$ cat src/rtl/cr_clint_busif_arb_if.sv
// Bus bundle between the CPU/debug requesters, the CLINT arbiter and the CLINT register file.
// The arbiter connects through the slave modport; requesters and register file use master.
interface cr_clint_busif_arb_if #(
  parameter int ADDR_W = 16,
  parameter int DATA_W = 32
);
  logic              cpu_req;
  logic              cpu_write;
  logic [ADDR_W-1:0] cpu_addr;
  logic [DATA_W-1:0] cpu_wdata;
  logic [1:0]        cpu_mode;
  logic              cpu_ack;
  logic              cpu_err;
  logic [DATA_W-1:0] cpu_rdata;

  logic              dbg_req;
  logic              dbg_write;
  logic [ADDR_W-1:0] dbg_addr;
  logic [DATA_W-1:0] dbg_wdata;
  logic [1:0]        dbg_mode;
  logic              dbg_ack;
  logic              dbg_err;
  logic [DATA_W-1:0] dbg_rdata;

  logic              busif_regs_msip_sel;
  logic              busif_regs_mtimecmp_lo_sel;
  logic              busif_regs_mtimecmp_hi_sel;
  logic [DATA_W-1:0] busif_regs_wdata;
  logic              busif_regs_write_vld;
  logic [1:0]        cpu_clint_mode;

  logic [DATA_W-1:0] msip_value;
  logic [DATA_W-1:0] mtimecmp_lo_value;
  logic [DATA_W-1:0] mtimecmp_hi_value;
  logic [DATA_W-1:0] mtime_lo_value;
  logic [DATA_W-1:0] mtime_hi_value;

  modport slave (
    input  cpu_req, cpu_write, cpu_addr, cpu_wdata, cpu_mode,
    output cpu_ack, cpu_err, cpu_rdata,
    input  dbg_req, dbg_write, dbg_addr, dbg_wdata, dbg_mode,
    output dbg_ack, dbg_err, dbg_rdata,
    output busif_regs_msip_sel, busif_regs_mtimecmp_lo_sel, busif_regs_mtimecmp_hi_sel,
    output busif_regs_wdata, busif_regs_write_vld, cpu_clint_mode,
    input  msip_value, mtimecmp_lo_value, mtimecmp_hi_value, mtime_lo_value, mtime_hi_value
  );

  modport master (
    output cpu_req, cpu_write, cpu_addr, cpu_wdata, cpu_mode,
    input  cpu_ack, cpu_err, cpu_rdata,
    output dbg_req, dbg_write, dbg_addr, dbg_wdata, dbg_mode,
    input  dbg_ack, dbg_err, dbg_rdata,
    input  busif_regs_msip_sel, busif_regs_mtimecmp_lo_sel, busif_regs_mtimecmp_hi_sel,
    input  busif_regs_wdata, busif_regs_write_vld, cpu_clint_mode,
    output msip_value, mtimecmp_lo_value, mtimecmp_hi_value, mtime_lo_value, mtime_hi_value
  );
endinterface

$ cat src/rtl/cr_clint_busif_arb.sv
// CLINT bus front end: round-robin CPU/debug arbiter, address decode, IDLE->ACCESS->RESP sequencer.
// Optional debug requester enabled by defining CLINT_DBG_PORT_EN; otherwise CPU-only.
module cr_clint_busif_arb #(
  parameter int ADDR_W = 16,
  parameter int DATA_W = 32
) (
  input  logic                 clint_clk,
  input  logic                 cpurst_b,
  cr_clint_busif_arb_if.slave  bus
);

  typedef enum logic [1:0] {IDLE, ACCESS, RESP} state_t;

  localparam logic [ADDR_W-1:0] A_MSIP    = ADDR_W'(16'h0000);
  localparam logic [ADDR_W-1:0] A_MTCMPLO = ADDR_W'(16'h4000);
  localparam logic [ADDR_W-1:0] A_MTCMPHI = ADDR_W'(16'h4004);
  localparam logic [ADDR_W-1:0] A_MTIMELO = ADDR_W'(16'hBFF8);
  localparam logic [ADDR_W-1:0] A_MTIMEHI = ADDR_W'(16'hBFFC);

  state_t              state_q, state_d;
  logic                gnt_dbg_q;
  logic                write_q;
  logic [ADDR_W-1:0]   addr_q;
  logic [DATA_W-1:0]   wdata_q;
  logic [1:0]          mode_q;
  logic                err_q;
  logic [DATA_W-1:0]   rdata_q;

  logic                any_req, grant_dbg;
  logic                req_write;
  logic [ADDR_W-1:0]   req_addr;
  logic [DATA_W-1:0]   req_wdata;
  logic [1:0]          req_mode;
  logic                start;

`ifdef CLINT_DBG_PORT_EN
  logic rr_q;  // 1: debug preferred on a tie (CPU was granted last)

  assign any_req   = bus.cpu_req | bus.dbg_req;
  assign grant_dbg = bus.dbg_req & (~bus.cpu_req | rr_q);
  assign req_write = grant_dbg ? bus.dbg_write : bus.cpu_write;
  assign req_addr  = grant_dbg ? bus.dbg_addr  : bus.cpu_addr;
  assign req_wdata = grant_dbg ? bus.dbg_wdata : bus.cpu_wdata;
  assign req_mode  = grant_dbg ? bus.dbg_mode  : bus.cpu_mode;

  always_ff @(posedge clint_clk or negedge cpurst_b) begin
    if (!cpurst_b)  rr_q <= 1'b0;
    else if (start) rr_q <= ~grant_dbg;
  end
`else
  logic unused_dbg;

  assign any_req    = bus.cpu_req;
  assign grant_dbg  = 1'b0;
  assign req_write  = bus.cpu_write;
  assign req_addr   = bus.cpu_addr;
  assign req_wdata  = bus.cpu_wdata;
  assign req_mode   = bus.cpu_mode;
  assign unused_dbg = ^{bus.dbg_req, bus.dbg_write, bus.dbg_addr, bus.dbg_wdata, bus.dbg_mode};
`endif

  assign start = (state_q == IDLE) & any_req;

  // Decode of the latched address; only meaningful while in ACCESS.
  logic              hit_msip, hit_lo, hit_hi, hit_mtlo, hit_mthi, acc_err;
  logic [DATA_W-1:0] rd_mux;

  always_comb begin
    hit_msip = (addr_q == A_MSIP);
    hit_lo   = (addr_q == A_MTCMPLO);
    hit_hi   = (addr_q == A_MTCMPHI);
    hit_mtlo = (addr_q == A_MTIMELO);
    hit_mthi = (addr_q == A_MTIMEHI);
    acc_err  = (addr_q[1:0] != 2'b00)
             | ~(hit_msip | hit_lo | hit_hi | hit_mtlo | hit_mthi)
             | (write_q & (hit_mtlo | hit_mthi))
             | (write_q & (mode_q != 2'b11));
    rd_mux = '0;
    if (hit_msip) rd_mux = bus.msip_value;
    if (hit_lo)   rd_mux = bus.mtimecmp_lo_value;
    if (hit_hi)   rd_mux = bus.mtimecmp_hi_value;
    if (hit_mtlo) rd_mux = bus.mtime_lo_value;
    if (hit_mthi) rd_mux = bus.mtime_hi_value;
  end

  always_ff @(posedge clint_clk or negedge cpurst_b) begin
    if (!cpurst_b) state_q <= IDLE;
    else           state_q <= state_d;
  end

  logic in_access, resp_ack;
  logic sel_msip, sel_lo, sel_hi, write_vld;

  always_comb begin
    // NOTE: every output gets a default first so no path leaves a latch behind.
    state_d   = state_q;
    in_access = 1'b0;
    resp_ack  = 1'b0;
    unique case (state_q)
      IDLE:    if (any_req) state_d = ACCESS;
      ACCESS:  begin in_access = 1'b1; state_d = RESP; end
      RESP:    begin resp_ack  = 1'b1; state_d = IDLE; end
      default: state_d = IDLE;
    endcase
    sel_msip  = in_access & hit_msip & ~acc_err;
    sel_lo    = in_access & hit_lo   & ~acc_err;
    sel_hi    = in_access & hit_hi   & ~acc_err;
    write_vld = in_access & write_q  & ~acc_err;
  end

  // NOTE: sequential state uses non-blocking assignments so every register samples pre-edge values.
  always_ff @(posedge clint_clk or negedge cpurst_b) begin
    if (!cpurst_b) begin
      gnt_dbg_q <= 1'b0;
      write_q   <= 1'b0;
      addr_q    <= '0;
      wdata_q   <= '0;
      mode_q    <= 2'b00;
      err_q     <= 1'b0;
      rdata_q   <= '0;
    end else if (start) begin
      gnt_dbg_q <= grant_dbg;
      write_q   <= req_write;
      addr_q    <= req_addr;
      wdata_q   <= req_wdata;
      mode_q    <= req_mode;
    end else if (in_access) begin
      err_q   <= acc_err;
      rdata_q <= (~write_q & ~acc_err) ? rd_mux : '0;
    end
  end

  assign bus.busif_regs_msip_sel        = sel_msip;
  assign bus.busif_regs_mtimecmp_lo_sel = sel_lo;
  assign bus.busif_regs_mtimecmp_hi_sel = sel_hi;
  assign bus.busif_regs_write_vld       = write_vld;
  assign bus.busif_regs_wdata           = in_access ? wdata_q : '0;
  assign bus.cpu_clint_mode             = in_access ? mode_q  : 2'b00;

  assign bus.cpu_ack   = resp_ack & ~gnt_dbg_q;
  assign bus.cpu_err   = bus.cpu_ack & err_q;
  assign bus.cpu_rdata = bus.cpu_ack ? rdata_q : '0;

`ifdef CLINT_DBG_PORT_EN
  assign bus.dbg_ack   = resp_ack & gnt_dbg_q;
  assign bus.dbg_err   = bus.dbg_ack & err_q;
  assign bus.dbg_rdata = bus.dbg_ack ? rdata_q : '0;
`else
  assign bus.dbg_ack   = 1'b0;
  assign bus.dbg_err   = 1'b0;
  assign bus.dbg_rdata = '0;
`endif

endmodule

$ cat src/flat_wrapper.sv
// flat-port wrapper written by rule: the top's interface ports become plain ports
module cr_clint_busif_arb_flat 
#(
  parameter int ADDR_W = 16,
  parameter int DATA_W = 32
)
  (clint_clk, cpurst_b, bus_cpu_req, bus_cpu_write, bus_cpu_addr, bus_cpu_wdata, bus_cpu_mode, bus_cpu_ack, bus_cpu_err, bus_cpu_rdata, bus_dbg_req, bus_dbg_write, bus_dbg_addr, bus_dbg_wdata, bus_dbg_mode, bus_dbg_ack, bus_dbg_err, bus_dbg_rdata, bus_busif_regs_msip_sel, bus_busif_regs_mtimecmp_lo_sel, bus_busif_regs_mtimecmp_hi_sel, bus_busif_regs_wdata, bus_busif_regs_write_vld, bus_cpu_clint_mode, bus_msip_value, bus_mtimecmp_lo_value, bus_mtimecmp_hi_value, bus_mtime_lo_value, bus_mtime_hi_value);
  cr_clint_busif_arb_if #(.ADDR_W(ADDR_W), .DATA_W(DATA_W)) bus_i ();
  input  logic clint_clk;
  input  logic cpurst_b;
  input wire logic [$bits(bus_i.cpu_req)-1:0] bus_cpu_req;
  input wire logic [$bits(bus_i.cpu_write)-1:0] bus_cpu_write;
  input wire logic [$bits(bus_i.cpu_addr)-1:0] bus_cpu_addr;
  input wire logic [$bits(bus_i.cpu_wdata)-1:0] bus_cpu_wdata;
  input wire logic [$bits(bus_i.cpu_mode)-1:0] bus_cpu_mode;
  output wire logic [$bits(bus_i.cpu_ack)-1:0] bus_cpu_ack;
  output wire logic [$bits(bus_i.cpu_err)-1:0] bus_cpu_err;
  output wire logic [$bits(bus_i.cpu_rdata)-1:0] bus_cpu_rdata;
  input wire logic [$bits(bus_i.dbg_req)-1:0] bus_dbg_req;
  input wire logic [$bits(bus_i.dbg_write)-1:0] bus_dbg_write;
  input wire logic [$bits(bus_i.dbg_addr)-1:0] bus_dbg_addr;
  input wire logic [$bits(bus_i.dbg_wdata)-1:0] bus_dbg_wdata;
  input wire logic [$bits(bus_i.dbg_mode)-1:0] bus_dbg_mode;
  output wire logic [$bits(bus_i.dbg_ack)-1:0] bus_dbg_ack;
  output wire logic [$bits(bus_i.dbg_err)-1:0] bus_dbg_err;
  output wire logic [$bits(bus_i.dbg_rdata)-1:0] bus_dbg_rdata;
  output wire logic [$bits(bus_i.busif_regs_msip_sel)-1:0] bus_busif_regs_msip_sel;
  output wire logic [$bits(bus_i.busif_regs_mtimecmp_lo_sel)-1:0] bus_busif_regs_mtimecmp_lo_sel;
  output wire logic [$bits(bus_i.busif_regs_mtimecmp_hi_sel)-1:0] bus_busif_regs_mtimecmp_hi_sel;
  output wire logic [$bits(bus_i.busif_regs_wdata)-1:0] bus_busif_regs_wdata;
  output wire logic [$bits(bus_i.busif_regs_write_vld)-1:0] bus_busif_regs_write_vld;
  output wire logic [$bits(bus_i.cpu_clint_mode)-1:0] bus_cpu_clint_mode;
  input wire logic [$bits(bus_i.msip_value)-1:0] bus_msip_value;
  input wire logic [$bits(bus_i.mtimecmp_lo_value)-1:0] bus_mtimecmp_lo_value;
  input wire logic [$bits(bus_i.mtimecmp_hi_value)-1:0] bus_mtimecmp_hi_value;
  input wire logic [$bits(bus_i.mtime_lo_value)-1:0] bus_mtime_lo_value;
  input wire logic [$bits(bus_i.mtime_hi_value)-1:0] bus_mtime_hi_value;
  assign bus_i.cpu_req = bus_cpu_req;
  assign bus_i.cpu_write = bus_cpu_write;
  assign bus_i.cpu_addr = bus_cpu_addr;
  assign bus_i.cpu_wdata = bus_cpu_wdata;
  assign bus_i.cpu_mode = bus_cpu_mode;
  assign bus_cpu_ack = bus_i.cpu_ack;
  assign bus_cpu_err = bus_i.cpu_err;
  assign bus_cpu_rdata = bus_i.cpu_rdata;
  assign bus_i.dbg_req = bus_dbg_req;
  assign bus_i.dbg_write = bus_dbg_write;
  assign bus_i.dbg_addr = bus_dbg_addr;
  assign bus_i.dbg_wdata = bus_dbg_wdata;
  assign bus_i.dbg_mode = bus_dbg_mode;
  assign bus_dbg_ack = bus_i.dbg_ack;
  assign bus_dbg_err = bus_i.dbg_err;
  assign bus_dbg_rdata = bus_i.dbg_rdata;
  assign bus_busif_regs_msip_sel = bus_i.busif_regs_msip_sel;
  assign bus_busif_regs_mtimecmp_lo_sel = bus_i.busif_regs_mtimecmp_lo_sel;
  assign bus_busif_regs_mtimecmp_hi_sel = bus_i.busif_regs_mtimecmp_hi_sel;
  assign bus_busif_regs_wdata = bus_i.busif_regs_wdata;
  assign bus_busif_regs_write_vld = bus_i.busif_regs_write_vld;
  assign bus_cpu_clint_mode = bus_i.cpu_clint_mode;
  assign bus_i.msip_value = bus_msip_value;
  assign bus_i.mtimecmp_lo_value = bus_mtimecmp_lo_value;
  assign bus_i.mtimecmp_hi_value = bus_mtimecmp_hi_value;
  assign bus_i.mtime_lo_value = bus_mtime_lo_value;
  assign bus_i.mtime_hi_value = bus_mtime_hi_value;
  cr_clint_busif_arb #(.ADDR_W(ADDR_W), .DATA_W(DATA_W)) u_core (.clint_clk(clint_clk), .cpurst_b(cpurst_b), .bus(bus_i));
endmodule
$ cat config.mk
export PLATFORM = sky130hd
export DESIGN_NAME = cr_clint_busif_arb_flat
export DESIGN_NICKNAME = d
export VERILOG_FILES = /design/src/rtl/cr_clint_busif_arb_if.sv /design/src/rtl/cr_clint_busif_arb.sv /design/src/flat_wrapper.sv
export SDC_FILE = /design/constraint.sdc
export NUM_CORES = 1
export LEC_CHECK = 0
export CORE_AREA = 2 2 143 145
export CTS_BUF_LIST = sky130_fd_sc_hd__clkbuf_8 sky130_fd_sc_hd__clkbuf_16
export DETAILED_ROUTE_END_ITERATION = 7
export DIE_AREA = 0 0 145 147
export PLACE_DENSITY = 0.64
export SETUP_SLACK_MARGIN = 0.1
export SKIP_CTS_REPAIR_TIMING = 1
export SLEW_MARGIN = 20
export SYNTH_ARGS = -nofsm -noshare
export SYNTH_HDL_FRONTEND = slang
export SYNTH_SLANG_ARGS = --single-unit
export TNS_END_PERCENT = 5
$ cat constraint.sdc
create_clock -name clint_clk -period 3.8 [get_ports clint_clk]
set_input_delay 0.95 -clock clint_clk [delete_from_list [all_inputs] [get_ports clint_clk]]
set_output_delay 0.95 -clock clint_clk [all_outputs]
set_load 0.02 [all_outputs]
==> impl_metrics.yaml, run 1 <==
run_status:
  status: "completed"
logic_synthesis:
  synth_edf_count: 0
  yosysTopAreaCell: "dfrtp_1"
  netlist.area_leader.share_pct: 40.2
  synth_area_per_cell_um2: 10.5
  yosys_warnings: 0
  synthArstFlopShare_pct: 100
  synth_most_common_cell: "and2_1"
  synth.area.top_cells: "dfrtp_1 40%, mux2_2 17%, and2_1 11%"
  yosysUniqueCellTypes: 40
  synthCells: 512
  syn_area_um2: 5360
  synth-seq-cells: 86
  synth_ff_type: "dfrtp_1"
  synth.top_cells.by_count: "96 x and2_1, 86 x dfrtp_1, 83 x mux2_2"
  yosysSeqAreaShare_pct: 40.2
clock_tree:
  cts_root_buf: "clkbuf_16"
  cts_made_buffers: 9
  cts_num_sinks: 86
  htreeDepth: 3
  cts_tree: "done"
  clk_latency_ns: 0.35
  max-clock-path-buffers: 2
  clk_pin_slew_ns: 0.07
placed_design:
  postPlaceCellArea_um2: 8380
  port_buffers: 285
  place.gp.congestion: 0.801
  hpwlAfterDp_mm: 14.5
die:
  fp-row-count: 52
  core_um2: 19800
  pin_count: 372
  die_x_um: 145
  die_h_um: 147
  dieArea_um2: 21300
  start_util_pct: 27.0
sta:
  hold_viol_final: 0
  slew_headroom_pct: 44.0
  finalSetupTns_ns: 0
  rsz0062_at_grt: "no"
  finClkSkew_ns: 0.00931
  min_period_over_period_pct: 91.8
  tightest_slew_ns: 0.837
  setup_viol_count_final: 0
  maxClockFrequency_ghz: 0.287
  fin_crit_ns: 3.49
  slew_viol_final: 0
global_routing:
  grt_max_degree: 51
  grt_antenna_before_repair: 0
  grt_pass1_wl_mm: 31.1
  grt_pass1_vias: 5289
  overflow: 0
  track_usage_pct: 18.8
cells_and_area:
  drive_above_1_share_pct: 16.6
  final_area_um2: 8740
  fillers: 1926
  syn_to_final_growth_pct: 63.1
  regArea_um2: 2150
  multi_input_area_um2: 2910
  fin_nets: 1045
  antennaDiodeCount: 0
setup_path:
  r2r_cells: 5
  crit_path_max_fanout: 7
  r2r_start: "u_core.addr_q[2]$_DFFE_PN0P_"
  worstSetupStartpointType: "flip-flop"
  critPathRequiredTime_ns: 2.85
  reg2reg_to: "u_core.rdata_q[18]$_DFFE_PN0P_"
  crit_path_max_incr_delay_ns: 0.61
  crit_path_end_kind: "primary output"
  cp_cell_sequence: "nand4bb_4 -> or4_4 -> a21oi_4 -> nor4_1 -> clkdlybuf4s50_1"
  critPathCapture: "bus_busif_regs_msip_sel"
  arrival_ns: 2.54
  cp-startpoint: "u_core.addr_q[0]$_DFFE_PN0P_"
  reg2reg_slack_ns: 1.13
  crit_type: "flip-flop to primary output"
  slowest_stage: "or4_4"
job:
  drv_cap: 0
detailed_routing:
  drtPass1Iterations: 4
  vias: 4995
  routed_via_density: 4.74
  wl_per_cell_um: 19.0
  finalWirelength_mm: 20.0
  ant_nets: 0
  drt_iter0_drc: 172
  drcViolationCount: 0
power_and_ir_drop:
  p_leak_nw: 3.45
  power_density_nw_per_um2: 380
  peakVddDrop_v: 0.000230
min_path:
  min_path_type: "flip-flop to flip-flop"
state kept, by name (all words and copies together) (netlist names):
| signal | count |
|---|---|
| u_core.addr_q | 16 |
| u_core.err_q | 1 |
| u_core.mode_q | 2 |
| u_core.rdata_q | 32 |
| u_core.state_q | 2 |
| u_core.wdata_q | 32 |
| u_core.write_q | 1 |
report_power, final:
| part | leakage [nW] | switching, mW | internal [mW] |
|---|---|---|---|
| Clock | 0.167 | 0.415 | 0.608 |
| Sequential | 1.07 | 0.128 | 1.06 |
| Combinational | 2.21 | 0.486 | 0.622 |
| Total | 3.45 | 1.03 | 2.29 |
critical path: cells and delay by family, from the launching register on:
| kind | cells | cell delay [ns] |
|---|---|---|
| flops | 1 | 0.39 |
| buf+inv | 1 | 0.59 |
| simple gates | 3 | 0.97 |
| compound gates | 1 | 0.24 |
area by class of cell:
cell class	count	share of cell area, %
Clock inverter	6	1.15
Tap cell	270	3.87
Sequential cell	86	24.7
Timing Repair Buffer	301	34.3
Clock buffer	10	2.74
Multi-Input combinational cell	380	33.3
Inverter	1	0.0430
cells in the final DEF, fill, tap and decap left out, types with 3 or more instances in the layout:
cell type,instances
a22oi_1,32
a31oi_1,29
clkdlybuf4s50_1,284
nor2_1,6
nand2b_1,4
dfrtp_1,84
and2_1,96
mux2_2,83
o21ai_1,5
conb_1,34
a22o_1,32
buf_4,15
nor4_1,4
o21ai_0,24
o22ai_1,3
clkbuf_16,9
cells by family after synthesis:
kind of cell,share of synthesized area [%]
AO/OA/AOI/OAI,17.2
buffers and inverters,8.62
flip-flops,40.2
multiplexers,17.6
other,0.0700
AND/OR/NAND/NOR,16.2
metrics by stage:
step	hold slack (ns)	total power, mW	setup slack (ns)	utilization, %	instances
6_report	0.498	3.32	0.311	44.0	1054
5_1_grt	0.511	3.49	0.151	44.0	1054
4_1_cts	0.503	3.38	0.0575	43.9	1052
3_5_place_dp	0.487	2.33	0.487	42.2	1036
3_3_place_gp	0.481	2.31	0.510	42.2	1036
2_1_floorplan	0.465	1.82	0.973	-	545
worst min path at each step:
| stage | startpoint | cells past startpoint | to |
|---|---|---|---|
| 2_1_floorplan | u_core.rdata_q[29]$_DFFE_PN0P_ | 1 | u_core.rdata_q[29]$_DFFE_PN0P_ |
| 5_1_grt | u_core.wdata_q[24]$_DFFE_PN0P_ | 1 | u_core.wdata_q[24]$_DFFE_PN0P_ |
| 3_5_place_dp | u_core.rdata_q[30]$_DFFE_PN0P_ | 1 | u_core.rdata_q[30]$_DFFE_PN0P_ |
| 4_1_cts | u_core.wdata_q[25]$_DFFE_PN0P_ | 1 | u_core.wdata_q[25]$_DFFE_PN0P_ |
| 6_report | u_core.wdata_q[27]$_DFFE_PN0P_ | 1 | u_core.wdata_q[27]$_DFFE_PN0P_ |
| 3_3_place_gp | u_core.wdata_q[11]$_DFFE_PN0P_ | 1 | u_core.wdata_q[11]$_DFFE_PN0P_ |
metal layers:
layer	vias up	global-route usage [%]	share of wire, %
met3	13	6.37	8.8
met5	-	0	0
met2	231	32.6	49
met4	0	4.60	1.1
li1	2339	-	-
met1	2412	22.6	41
Power figures use the tool's default switching activity.
==> inputs of run 2 (changes only) <==
- CTS_BUF_LIST: sky130_fd_sc_hd__clkbuf_8 sky130_fd_sc_hd__clkbuf_16 -> sky130_fd_sc_hd__clkbuf_4
==> run 2 against run 1 <==
  * Non-clock buffer count stayed put
  * Register-to-register slack worse by 0.04 ns
  * First-iteration DRC count is 6.4% higher
  * Design area is 1.9% lower
  * Worst setup slack worse by 0.15 ns
  * Clock skew is 0.021 ns higher
  * Sequential power hardly changed
  * Critical path depth stayed put
  * Via count is 0.28% lower
  * Clock power is 36% lower
  * Fmax is 4.2% lower
  * Combinational power hardly changed
  * Critical path type unchanged
  * Largest cell class unchanged
==> impl_metrics.yaml, run 2 (same netlist as run 1, synthesis figures left out) <==
clock_tree:
  htreeDepth: 3
  max-clock-path-buffers: 2
  cts_tree: "done"
  clk_latency_ns: 0.47
  cts_made_buffers: 9
  clk_pin_slew_ns: 0.16
  cts_num_sinks: 86
  cts_root_buf: "clkbuf_4"
min_path:
  min_path_type: "primary input to async pin"
cells_and_area:
  final_area_um2: 8570
  reg_top3: "u_core.rdata_q (32), u_core.wdata_q (32), u_core.addr_q (16)"
  fin_nets: 1045
  finalCoreUtilization_pct: 43.2
  fillers: 1952
  syn_to_final_growth_pct: 60.0
  final_cell_count_no_fill: 1054
  layout_common_cells: "283 x clkdlybuf4s50_1, 96 x and2_1, 84 x dfrtp_1, 83 x mux2_2, 34 x conb_1"
  drive_above_1_share_pct: 16.5
  final_common_cell: "clkdlybuf4s50_1"
  antennaDiodeCount: 0
detailed_routing:
  drcViolationCount: 0
  ant_nets: 0
  drtPass1Iterations: 4
  drt_iter0_drc: 183
  routed_via_density: 4.73
  wl_per_cell_um: 19.0
  finalWirelength_mm: 20.1
  vias: 4981
job:
  drv_cap: 0
placed_design:
  postPlaceCellArea_um2: 8380
  post-place-ws_ns: 0.487
  port_buffers: 285
  place.gp.congestion: 0.801
  place_inst: 1036
  hpwlAfterDp_mm: 14.5
sta:
  rsz0062_at_grt: "yes"
  slew_headroom_pct: 43.8
  fin_ws_ns: 0.158
  setup_viol_count_final: 0
  finalSetupTns_ns: 0
  fin_crit_ns: 3.64
  maxClockFrequency_ghz: 0.275
  finClkSkew_ns: 0.0300
  slew_viol_final: 0
  hold_viol_final: 0
  min_period_over_period_pct: 95.8
  holdWs_ns: 0.505
  tightest_slew_ns: 0.840
die:
  core_um2: 19800
  die_h_um: 147
  start_util_pct: 27.0
  dieArea_um2: 21300
  pin_count: 372
  die_x_um: 145
  fp-row-count: 52
setup_path:
  reg2reg_to: "u_core.rdata_q[0]$_DFFE_PN0P_"
  reg2reg_slack_ns: 1.09
  crit_path_max_fanout: 7
  critPathBufInv: 1
  crit_path_max_incr_delay_ns: 0.61
  arrival_ns: 2.69
  critPathRequiredTime_ns: 2.85
  cp_cell_sequence: "nand4bb_4 -> or4_4 -> a21oi_4 -> nor4_1 -> clkdlybuf4s50_1"
  path_delay_family: "simple AND/OR/NAND/NOR gates"
  crit_type: "flip-flop to primary output"
  r2r_start: "u_core.addr_q[2]$_DFFE_PN0P_"
  crit_path_end_kind: "primary output"
  worstSetupStartpointType: "flip-flop"
  slowest_stage: "or4_4"
  r2r_cells: 5
global_routing:
  overflow: 0
  grt_pass1_vias: 5308
  grt_max_degree: 51
  grt_pass1_wl_mm: 31.1
  track_usage_pct: 18.8
  grt_antenna_before_repair: 0
power_and_ir_drop:
  power_mw: 2.95
  p_leak_nw: 3.39
  power_density_nw_per_um2: 344
  peakVddDrop_v: 0.000211
run_status:
  status: "completed"
run 2: cell type report:
type                            count  area (µm²)  area share, %
Clock buffer                        9        67.6          0.788
Sequential cell                    86        2150           25.1
Inverter                            1        3.75         0.0438
Clock inverter                      7         104           1.21
Timing Repair Buffer              301        3000           35.0
Multi-Input combinational cell    380        2910           33.9
Tap cell                          270         338           3.94
run 2: worst max path at each step:
stage	slack [ns]	end	depth (start not counted)	start
after floorplan	0.97	bus_busif_regs_mtimecmp_lo_sel	6	u_core.state_q[1]$_DFFE_PN0P_
after global placement	0.51	bus_busif_regs_mtimecmp_lo_sel	4	u_core.addr_q[13]$_DFFE_PN0P_
after detailed placement	0.49	bus_busif_regs_msip_sel	4	u_core.addr_q[13]$_DFFE_PN0P_
after CTS	-0.13	bus_busif_regs_msip_sel	4	u_core.addr_q[13]$_DFFE_PN0P_
after global routing	0.01	bus_busif_regs_msip_sel	7	u_core.state_q[1]$_DFFE_PN0P_
final	0.16	bus_busif_regs_msip_sel	5	u_core.addr_q[0]$_DFFE_PN0P_
run 2: layer usage:
| metal | track usage [%] | vias up | routed length [µm] |
|---|---|---|---|
| li1 | - | 2337 | - |
| met3 | 6.37 | 12 | 1710 |
| met2 | 32.5 | 221 | 9810 |
| met4 | 4.90 | 0 | 223 |
| met1 | 22.6 | 2411 | 8330 |
| met5 | 0 | - | 0 |
run 2: where the power goes:
part / internal (mW) / switching, mW / leakage, nW
sequential: 1.06 / 0.129 / 1.07
clock: 0.278 / 0.375 / 0.0920
combinational: 0.622 / 0.488 / 2.23
